File: src/rtl/reg_write_controller_pkg.sv
// Shared register-interface definitions used by the write- and read-side stream controllers.
package reg_write_controller_pkg;

    localparam int BYTE_WIDTH = 8;
    localparam int ADDR_WIDTH = 8;

    localparam logic [BYTE_WIDTH-1:0] SYNC_BYTE_DEFAULT = 8'h55;

    typedef enum logic [1:0] {
        IDLE        = 2'd0,
        GET_ADDRESS = 2'd1,
        GET_DATA    = 2'd2,
        WRITE       = 2'd3
    } reg_state_t;

endpackage

File: src/rtl/reg_write_controller_gap_timer.sv
// Saturating idle-gap counter: expired is high in the TIMEOUT-th consecutive enabled cycle.
module gap_timer #(
    parameter int TIMEOUT = 1000
) (
    input  logic ipClk,
    input  logic reset,
    input  logic clear,
    input  logic enable,
    output logic expired
);

    localparam int CNT_W = $clog2(TIMEOUT + 1);
    localparam logic [CNT_W-1:0] LIMIT = CNT_W'(TIMEOUT - 1);

    logic [CNT_W-1:0] count;

    always_ff @(posedge ipClk) begin
        if (reset || clear) begin
            count <= '0;
        end else if (enable && (count != LIMIT)) begin
            count <= count + 1'b1;
        end
    end

    // count holds the idle cycles already seen, so the current idle cycle is the last allowed one.
    assign expired = enable && (count == LIMIT);

endmodule

File: src/rtl/reg_write_controller.sv
// Parses sync/address/data byte packets from a valid/ready stream into single-cycle register writes.
// Handshake: a byte transfers on a rising ipClk edge where ipRxValid and opRxReady are both high.
module reg_write_controller
    import reg_write_controller_pkg::*;
#(
    parameter int                    DATA_LENGTH   = 4,
    parameter logic [BYTE_WIDTH-1:0] SYNC_BYTE     = SYNC_BYTE_DEFAULT,
    parameter int                    NUM_REGISTERS = 16,
    parameter int                    TIMEOUT       = 1000
) (
    input  logic                              ipClk,
    input  logic                              reset,
    input  logic [BYTE_WIDTH-1:0]             ipRxData,
    input  logic                              ipRxValid,
    output logic                              opRxReady,
    output logic [ADDR_WIDTH-1:0]             opWrAddress,
    output logic [BYTE_WIDTH*DATA_LENGTH-1:0] opWrData,
    output logic                              opWrEnable,
    output logic                              opError,
    output logic                              opBusy,
    output reg_state_t                        debug_state
);

    localparam int DW    = BYTE_WIDTH * DATA_LENGTH;
    localparam int CNT_W = $clog2(DATA_LENGTH + 1);
    localparam logic [CNT_W-1:0] LAST_BYTE = CNT_W'(DATA_LENGTH - 1);

    reg_state_t             state;
    logic [ADDR_WIDTH-1:0]  addr_q;
    logic [DW-1:0]          data_q;
    logic [DW-1:0]          next_data;
    logic [CNT_W-1:0]       byte_cnt;
    logic                   accept;
    logic                   in_packet;
    logic                   addr_valid;
    logic                   expired;

    assign accept      = ipRxValid && opRxReady;
    assign in_packet   = (state == GET_ADDRESS) || (state == GET_DATA);
    assign addr_valid  = ({{(32-ADDR_WIDTH){1'b0}}, addr_q} < 32'(NUM_REGISTERS));
    assign debug_state = state;

    // Little-endian insertion of the incoming byte at the current byte slot.
    always_comb begin
        next_data = data_q;
        for (int i = 0; i < DATA_LENGTH; i++) begin
            if (byte_cnt == CNT_W'(i)) begin
                next_data[i*BYTE_WIDTH +: BYTE_WIDTH] = ipRxData;
            end
        end
    end

    gap_timer #(
        .TIMEOUT(TIMEOUT)
    ) u_gap_timer (
        .ipClk  (ipClk),
        .reset  (reset),
        .clear  (accept || !in_packet),
        .enable (in_packet && !accept),
        .expired(expired)
    );

    always_ff @(posedge ipClk) begin
        if (reset) begin
            state       <= IDLE;
            opRxReady   <= 1'b0;
            opWrAddress <= '0;
            opWrData    <= '0;
            opWrEnable  <= 1'b0;
            opError     <= 1'b0;
            opBusy      <= 1'b0;
            addr_q      <= '0;
            data_q      <= '0;
            byte_cnt    <= '0;
        end else begin
            opWrEnable <= 1'b0;
            opError    <= 1'b0;
            case (state)
                IDLE: begin
                    opRxReady <= 1'b1;
                    if (accept && (ipRxData == SYNC_BYTE)) begin
                        state  <= GET_ADDRESS;
                        opBusy <= 1'b1;
                    end
                end
                GET_ADDRESS: begin
                    if (accept) begin
                        addr_q   <= ipRxData;
                        byte_cnt <= '0;
                        state    <= GET_DATA;
                    end else if (expired) begin
                        state   <= IDLE;
                        opError <= 1'b1;
                        opBusy  <= 1'b0;
                    end
                end
                GET_DATA: begin
                    if (accept) begin
                        data_q   <= next_data;
                        byte_cnt <= byte_cnt + 1'b1;
                        if (byte_cnt == LAST_BYTE) begin
                            state     <= WRITE;
                            opRxReady <= 1'b0;
                            byte_cnt  <= '0;
                            if (addr_valid) begin
                                opWrEnable  <= 1'b1;
                                opWrAddress <= addr_q;
                                opWrData    <= next_data;
                            end else begin
                                opError <= 1'b1;
                            end
                        end
                    end else if (expired) begin
                        state   <= IDLE;
                        opError <= 1'b1;
                        opBusy  <= 1'b0;
                    end
                end
                WRITE: begin
                    state     <= IDLE;
                    opRxReady <= 1'b1;
                    opBusy    <= 1'b0;
                end
                default: begin
                    state <= IDLE;
                end
            endcase
        end
    end

endmodule

File: config.mk
export PLATFORM = sky130hd
export DESIGN_NAME = reg_write_controller
export DESIGN_NICKNAME = d
export VERILOG_FILES = /design/src/rtl/reg_write_controller_pkg.sv /design/src/rtl/reg_write_controller_gap_timer.sv /design/src/rtl/reg_write_controller.sv
export SDC_FILE = /design/constraint.sdc
export NUM_CORES = 1
export LEC_CHECK = 0
export ABC_CLOCK_PERIOD_IN_PS = 2100
export CORE_MARGIN = 2
export CORE_UTILIZATION = 30
export CTS_CLUSTER_SIZE = 25
export DETAILED_ROUTE_END_ITERATION = 12
export MAX_ROUTING_LAYER = met4
export SYNTH_ARGS = -nofsm -noshare
export SYNTH_HDL_FRONTEND = slang
export SYNTH_SLANG_ARGS = --single-unit
export TNS_END_PERCENT = 1
File: constraint.sdc
create_clock -name ipClk -period 2.1 [get_ports ipClk]
set_input_delay 0.42 -clock ipClk [delete_from_list [all_inputs] [get_ports ipClk]]
set_output_delay 0.42 -clock ipClk [all_outputs]
set_load 0.1 [all_outputs]
### After elaboration in Yosys (flattened, before gate mapping)

Cells that the tools add are included.

* bits in registers: 99
* input bits: 11
* output and inout port bits: 46

* bitwise logic cells: 3
* reduce and logical (&&, ||, !) cells: 24
* equal/unequal tests: 16
* order comparisons: 1
* mux-type cells: 28
* add/sub/neg operators: 2

Operator list (count)
* $mux 8: 4
* $mux 1: 11
* $add 10x1->10 const B: 1
* $eq 10x10->1 const B: 1
* $mux 2: 5
* $ne 10x10->1 const B: 1
* $mux 3: 3
* $reduce_and 3->1: 3
* $eq 8x7->1 const B: 1
* $lt 8x5->1 const B: 1
* $ne 2x2->1 const B: 4
* $pmux 2 s4: 1
* $eq 3x2->1 const B: 2
* $pmux 3 s2: 1
* $reduce_and 2->1: 3
* $logic_and 1x1->1: 5
* $eq 2x2->1 const B: 2
* $ne 2x1->1 const B: 2
* $pmux 1 s2: 2
* $reduce_and 4->1: 1
* $reduce_bool 2->1: 2
* $reduce_or 2->1: 2
* $reduce_or 4->1: 1
* $add 3x1->3 const B: 1
* 9 further kinds: 14

### Logic depth before layout (Yosys ltp)

* depth after elaboration: 7
* gate-level depth with buffers: 8
* depth with buffers taken out: 6

### Hierarchy

From an unflattened synthesis, not the netlist that was laid out.

* cells, all modules: 434
* area, all modules: 4132.7 µm²

Modules (own cells, without submodules)
* reg_write_controller: seq. area each 1621.6 µm², times used 1, area each 3583.4 µm², cells each 369
* gap_timer: seq. area each 200.2 µm², times used 1, area each 549.3 µm², cells each 65

### Worst setup path before layout

Ideal clock, no wire load.

* path kind: register to register
* start: reg state[1] (netlist: debug_state[1])
* end: reg opWrData[27]
* period minus slack after synthesis: 2494 ps
* data required time: 1968 ps
* slack: -394 ps
* stages on the path, launching flop included: 7
* library setup time: 132 ps
* data arrival time: 2361 ps
* path through: dfxtp_1 -> ha_1 -> nand3_1 -> or3_1 -> clkbuf_1 -> nand2_1 -> a21oi_1

* longest elaborated chain between the ends: 2

RTL lines
* from (decl): line reg_write_controller.sv:28 `reg_state_t state;`
* from (signal assigned): line reg_write_controller.sv:65 `state <= IDLE;`
* from (signal assigned): line reg_write_controller.sv:82 `state <= GET_ADDRESS;`
* from (signal assigned): line reg_write_controller.sv:90 `state <= GET_DATA;`
* $eq 2x2->1: line reg_write_controller.sv:78 `case (state)`
* $reduce_and 4->1 (no line)
* to (signal assigned): line reg_write_controller.sv:108 `opWrData <= next_data;`
* to (decl): line reg_write_controller.sv:17 `output logic [BYTE_WIDTH*DATA_LENGTH-1:0] opWrData,`

No other way between the ends.
A chain may end at the register's enable or synchronous reset.

### Final worst setup path

* start: reg state[0] (netlist: debug_state[0])
* end: reg opWrData[20]

The elaborated chain is that of the path after synthesis.

==> flow_metrics.tcl <==
set metrics [dict create \
    outcome "finished, final reports clean" \
    synth_edf_count 0 \
    async_flop_share_pct 0 \
    grt_first_pass_wirelength_um 14660 \
    drtPass1Iterations 4 \
    netlist_area_mm2 0.003775 \
    setup_viol 0 \
    ys_seq_area_share_pct 48.26 \
    overflow 0 \
    hpwl_um 6192 \
    clkLatencyLatePin_ns 0.34 \
    cts.sinks 91 \
    layout_setup_ws_ns 0.2156 \
    placed_cell_area_mm2 0.004453 \
    critPathLaunchType "flip-flop" \
    finalCritPeriodShare_pct 89.73 \
    synthCells 444 \
    grt_max_degree 55 \
    setup.worst_path.class "flip-flop to flip-flop" \
    synthDistinctLibCells 38 \
    drc 0 \
    wl_per_cell_um 13.26 \
    hold_viol 0 \
    power_density_mw_per_mm2 859.5 \
    path_buf_inv 2 \
    crit_path_end_kind "flip-flop" \
    tightestPinTransition_ns 0.5975 \
    nets 516 \
    grt_use_total_pct 14.54 \
    dieHeight_um 116.2 \
    die_x_um 116.2 \
    ir_drop_v 0.0005631 \
    diodes 0 \
    detailedPlace.worstSlack_ns -0.1136 \
    yosysWarnings 0 \
    port_buffers 56 \
    critPathArrivalTime_ns 2.13 \
    synth_top_area_share_pct 48.26 \
    maxSlewViolCount 0 \
    syn-num-nets 464 \
    leakage_nw 1.705 \
    num_vias 3082 \
    final_area_mm2 0.004785 \
    synth_top_cell_by_area "dfxtp_1" \
    antenna_found_initial 0 \
    grt_pass1_vias 3022 \
    ant_nets 0 \
    fin_skew_ns 0.006201 \
    synthTopCellsByCount "101 x nand2_1, 91 x dfxtp_1, 48 x a21oi_1, 42 x nor2_1" \
    drt_iter0_markers 173 \
    cp_data_required_time_ns 2.35 \
    fill_cells 1247 \
    post_cts_buffers 0 \
    cpLargestDelayFamily "simple AND/OR/NAND/NOR gates" \
    synth_flop_cell "dfxtp_1" \
    yosysMostFrequentCell "nand2_1" \
    fp-row-count 40 \
    numCtsBuffers 9 \
    syn_area_per_cell_um2 8.502 \
    root_buffer "clkbuf_16" \
    dp_cells 653 \
    p_total_mw 4.112 \
    synthTopCellsByArea "dfxtp_1 48%, nand2_1 10%, mux2i_1 7.2%, a21oi_1 6.4%, a211oi_1 5.4%" \
    core_region_area_mm2 0.01216 \
    cts_max_path_buffers 2 \
    path_clk_slew_ns 0.07 \
    drv_cap 0 \
    vias_per_cell 4.607 \
    gp_congestion 0.8163 \
    initial_core_util_pct 31.04 \
    crit_slowest_cell "dfxtp_2" \
    synth_seq_cells 91 \
    slowest_delay_ns 0.33 \
    instances_no_fill 669 \
    wl_um 8869 \
    area_delta_synth_final_pct 26.75 \
    ios 57 \
    max_freq_mhz 530.7 \
    cts_tree "yes" \
    relSlewSlack_pct 59.99 \
    fin_crit_ns 1.884 \
    rsz0062_at_grt "yes" \
    cp_max_fo 32 \
    dieArea_mm2 0.01350 \
    worstPathCellList "inv_1 -> ha_1 -> nand3_1 -> nor3_4 -> buf_12 -> nor2_1 -> a211oi_1" \
    cts-resized-gates 3 \
    ctsHoldBuffers 0 \
    cts-htree-levels 3 \
    drive_above_1_share_pct 17.96 \
    fin_util_pct 39.34 \
    hold_path.class "flip-flop to flip-flop" \
]
==> registers in the layout, indices dropped and copies added, names as in the netlist <==
register	count
u_gap_timer.count	10
opBusy	1
opWrEnable	1
byte_cnt	3
data_q	24
debug_state	2
opWrAddress	8
opError	1
addr_q	8
opRxReady	1
opWrData	32
==> final cells by class <==
type                    count  area, µm²  share of cell area, %
clock buffers              10      229.0                  4.786
clock inverters             6      88.84                  1.857
inverters                   7      26.28                 0.5492
multi-input cells         313       1802                  37.66
flip-flops and latches     91       1828                  38.21
well taps                 168      210.2                  4.393
repair buffers             74      600.6                  12.55
==> cells by family after synthesis <==
family                     after synthesis  synth area share, %
and+or+nand+nor                        186                22.01
DFF                                     91                48.26
AOI/OAI and AO/OA                       84                13.59
buffers and inverters                   40                4.375
muxes                                   27                7.159
adders and majority gates                9                2.983
xor gates and xnor gates                 7                1.624
==> placed cells by master (no fill, tap or decap), types with 4 or more instances in the layout <==
cell type / n
buf_4: 62
and2_1: 4
clkbuf_16: 9
dfxtp_1: 88
nor3b_1: 5
nand3_1: 8
nand2b_1: 4
ha_1: 9
a211oi_1: 27
clkdlybuf4s50_1: 9
nand2_1: 101
nor2_1: 42
xnor2_1: 6
inv_1: 7
a21oi_1: 48
mux2i_1: 27
==> worst paths after layout <==
check            startpoint           end  slack [ns]  cells after the start
max          debug_state[0]  opWrData[20]        0.22                      7
min              data_q[20]    data_q[20]        0.45                      2
max reg2reg  debug_state[0]  opWrData[20]        0.22                      7
min reg2reg      data_q[20]    data_q[20]        0.45                      2
==> routing by layer <==
| metal | global-route usage (%) | routed length, µm | part of all wire [%] |
|---|---|---|---|
| met3 | 3.529 | 444 | 5.0 |
| met4 | 5.794 | 127 | 1.4 |
| met1 | 18.34 | 4121 | 46 |
| met5 | - | 0 | 0 |
| met2 | 22.50 | 4175 | 47 |
==> metrics by stage <==
| stage | setup TNS, ns | hold WS (ns) |
|---|---|---|
| global route | -0.0003380 | 0.4715 |
| CTS | 0 | 0.4445 |
| floorplan | -0.003302 | 0.4322 |
| finish | 0 | 0.4535 |
| global placement | -0.5967 | 0.4403 |
| detailed placement | -1.902 | 0.4456 |
==> worst reg2reg max path, delay by kind of cell (launching register included) <==
family,cells,cell delay [ns]
AO/OA/AOI/OAI,1,0.21
adder cells (fa/ha/maj),1,0.29
buffers and inverters,2,0.33
flip-flops,1,0.33
AND/OR/NAND/NOR,3,0.64
==> where the power goes <==
part	internal [mW]	leakage (nW)	total [mW]	switching, mW
logic	0.186	0.825	0.597	0.411
registers	1.77	0.735	1.80	0.0341
clock network	1.04	0.145	1.72	0.673
total	2.99	1.71	4.11	1.12
Note: power is estimated with default switching activity, not from simulation.
==> variant, RTL diff (same flow settings) <==
The parameter `DATA_LENGTH` goes from 4 to 16.
--- a/src/rtl/reg_write_controller.sv
+++ b/src/rtl/reg_write_controller.sv
@@ -3,7 +3,7 @@
 module reg_write_controller
     import reg_write_controller_pkg::*;
 #(
-    parameter int                    DATA_LENGTH   = 4,
+    parameter int                    DATA_LENGTH   = 16,
     parameter logic [BYTE_WIDTH-1:0] SYNC_BYTE     = SYNC_BYTE_DEFAULT,
     parameter int                    NUM_REGISTERS = 16,
     parameter int                    TIMEOUT       = 1000
Interface: changed (resized opWrData); port bits go from 57 to 153. No check against the original RTL was run, so the function may have changed too.
==> variant against the unedited design <==
Synthesized cell count rose to 3.0 times the old value; sequential power rose to 3.1 times the old value; synthesized area rose to 3.2 times the old value; final area rose to 3.1 times the old value; global-route usage rose by 1.5 points; maximum frequency fell by 5.3%; non-clock buffer count rose by 149; worst hold slack got worse by 180 ps; power rose to 3.0 times the old value; sequential cell count rose by 194; wire length rose to 3.7 times the old value; cell count rose to 3.0 times the old value; setup slack got worse by 110 ps; critical path type unchanged; largest cell class unchanged; highest routed layer unchanged.
==> variant: results (changes against the unedited design) <==
[finish]
multi_input_area_share=0.378  ; +0.00138
buffers_excl_clock=223  ; +200%
sh_seq_area=0.380  ; -0.00203
multi_input_gates=913  ; +190%
seq_cells=285  ; +210%
clk_share=0.0727  ; +0.00629
layout-drive-gt1-share=0.215  ; +0.0356
final_nets=1484  ; +190%

[cts]
clock_path_buffers=3  ; +1
cts_made_buffers=34  ; +25
worstSkewPairLatency_ps=520  ; +180 ps
cts_resized=0  ; -3
ctsHtreeMaxLevel=2  ; -1

[global_route]
grt_pass1_vias=9129  ; +200%
use_met3=0.0328  ; -0.00253
grtUsageTotal=0.160  ; +0.0145

[power_and_ir_drop]
p_sw_mw=3.07  ; +170%

[placement]
hpwl_um=20200  ; +230%
place_congestion=0.769  ; -5.8%

[synth]
synth_nets=1371  ; +200%
ys_types=47  ; +24%
yosysSeqAreaShare=0.478  ; -0.00451

[drt]
firstDrtPassIters=5  ; +1
wl_per_cell_um=16.3  ; +23%
vias=9713  ; +220%

[setup_path]
critPathArrivalTime_ps=2410  ; +280 ps
cp_max_fo=55  ; +72%
crit_slowest_cell=or4_4

[sta]
finClkSkew_ps=10.2  ; +4.01 ps

[worst_hold_path]
hold_class=in -> reg

[status]
run_status=completed

[variant: worst max-delay path, delay by kind of cell, from the launching register on]
family,cells,cell delay (ps)
and+or+nand+nor,3,870
AOI/OAI and AO/OA,1,230
DFF,1,310
buffers and inverters,2,460
[variant: power by group through the flow]
| stage | Sequential (mW) | Clock [mW] | Combinational, mW |
|---|---|---|---|
| floorplan | 5.84 | 0 | 0.482 |
| global placement | 5.63 | 0 | 1.00 |
| detailed placement | 5.63 | 0 | 1.01 |
| CTS | 5.51 | 5.91 | 1.01 |
| global route | 5.52 | 6.14 | 1.08 |
| finish | 5.52 | 5.72 | 1.00 |
[variant: logic make-up (layout without fill, tap and decap cells)]
kind of cell / after synthesis / after routing / share of synthesized area
and+or+nand+nor: 463 / 463 / 0.174
xor gates and xnor gates: 7 / 7 / 0.00514
muxes: 130 / 130 / 0.109
adders and majority gates: 9 / 9 / 0.00944
AOI/OAI and AO/OA: 304 / 304 / 0.166
buffers and inverters: 153 / 289 / 0.0582
DFF: 285 / 285 / 0.478
[variant: path summary, 6_finish.rpt]
kind,start,to,slack [ps]
hold / removal,reset,addr_q[7]$_SDFFE_PP0P_,280
hold reg to reg,addr_q[1]$_SDFFE_PP0P_,opWrAddress[1]$_SDFFE_PP0P_,450
setup / recovery,addr_q[7]$_SDFFE_PP0P_,opWrData[49]$_SDFFE_PP0P_,110
setup reg to reg,addr_q[7]$_SDFFE_PP0P_,opWrData[49]$_SDFFE_PP0P_,110
[variant: stage by stage]
stage | setup slack (ps) | instance area, sq um | instances | hold slack (ps)
global placement | 42.2 | 13900 | 1951 | 439
floorplan | 63.6 | 11900 | 1351 | 432
finish | 109 | 15000 | 2012 | 275
CTS | 55.9 | 15000 | 2010 | 239
global route | 0.733 | 15000 | 2012 | 284
detailed placement | -12.8 | 13900 | 1951 | 446
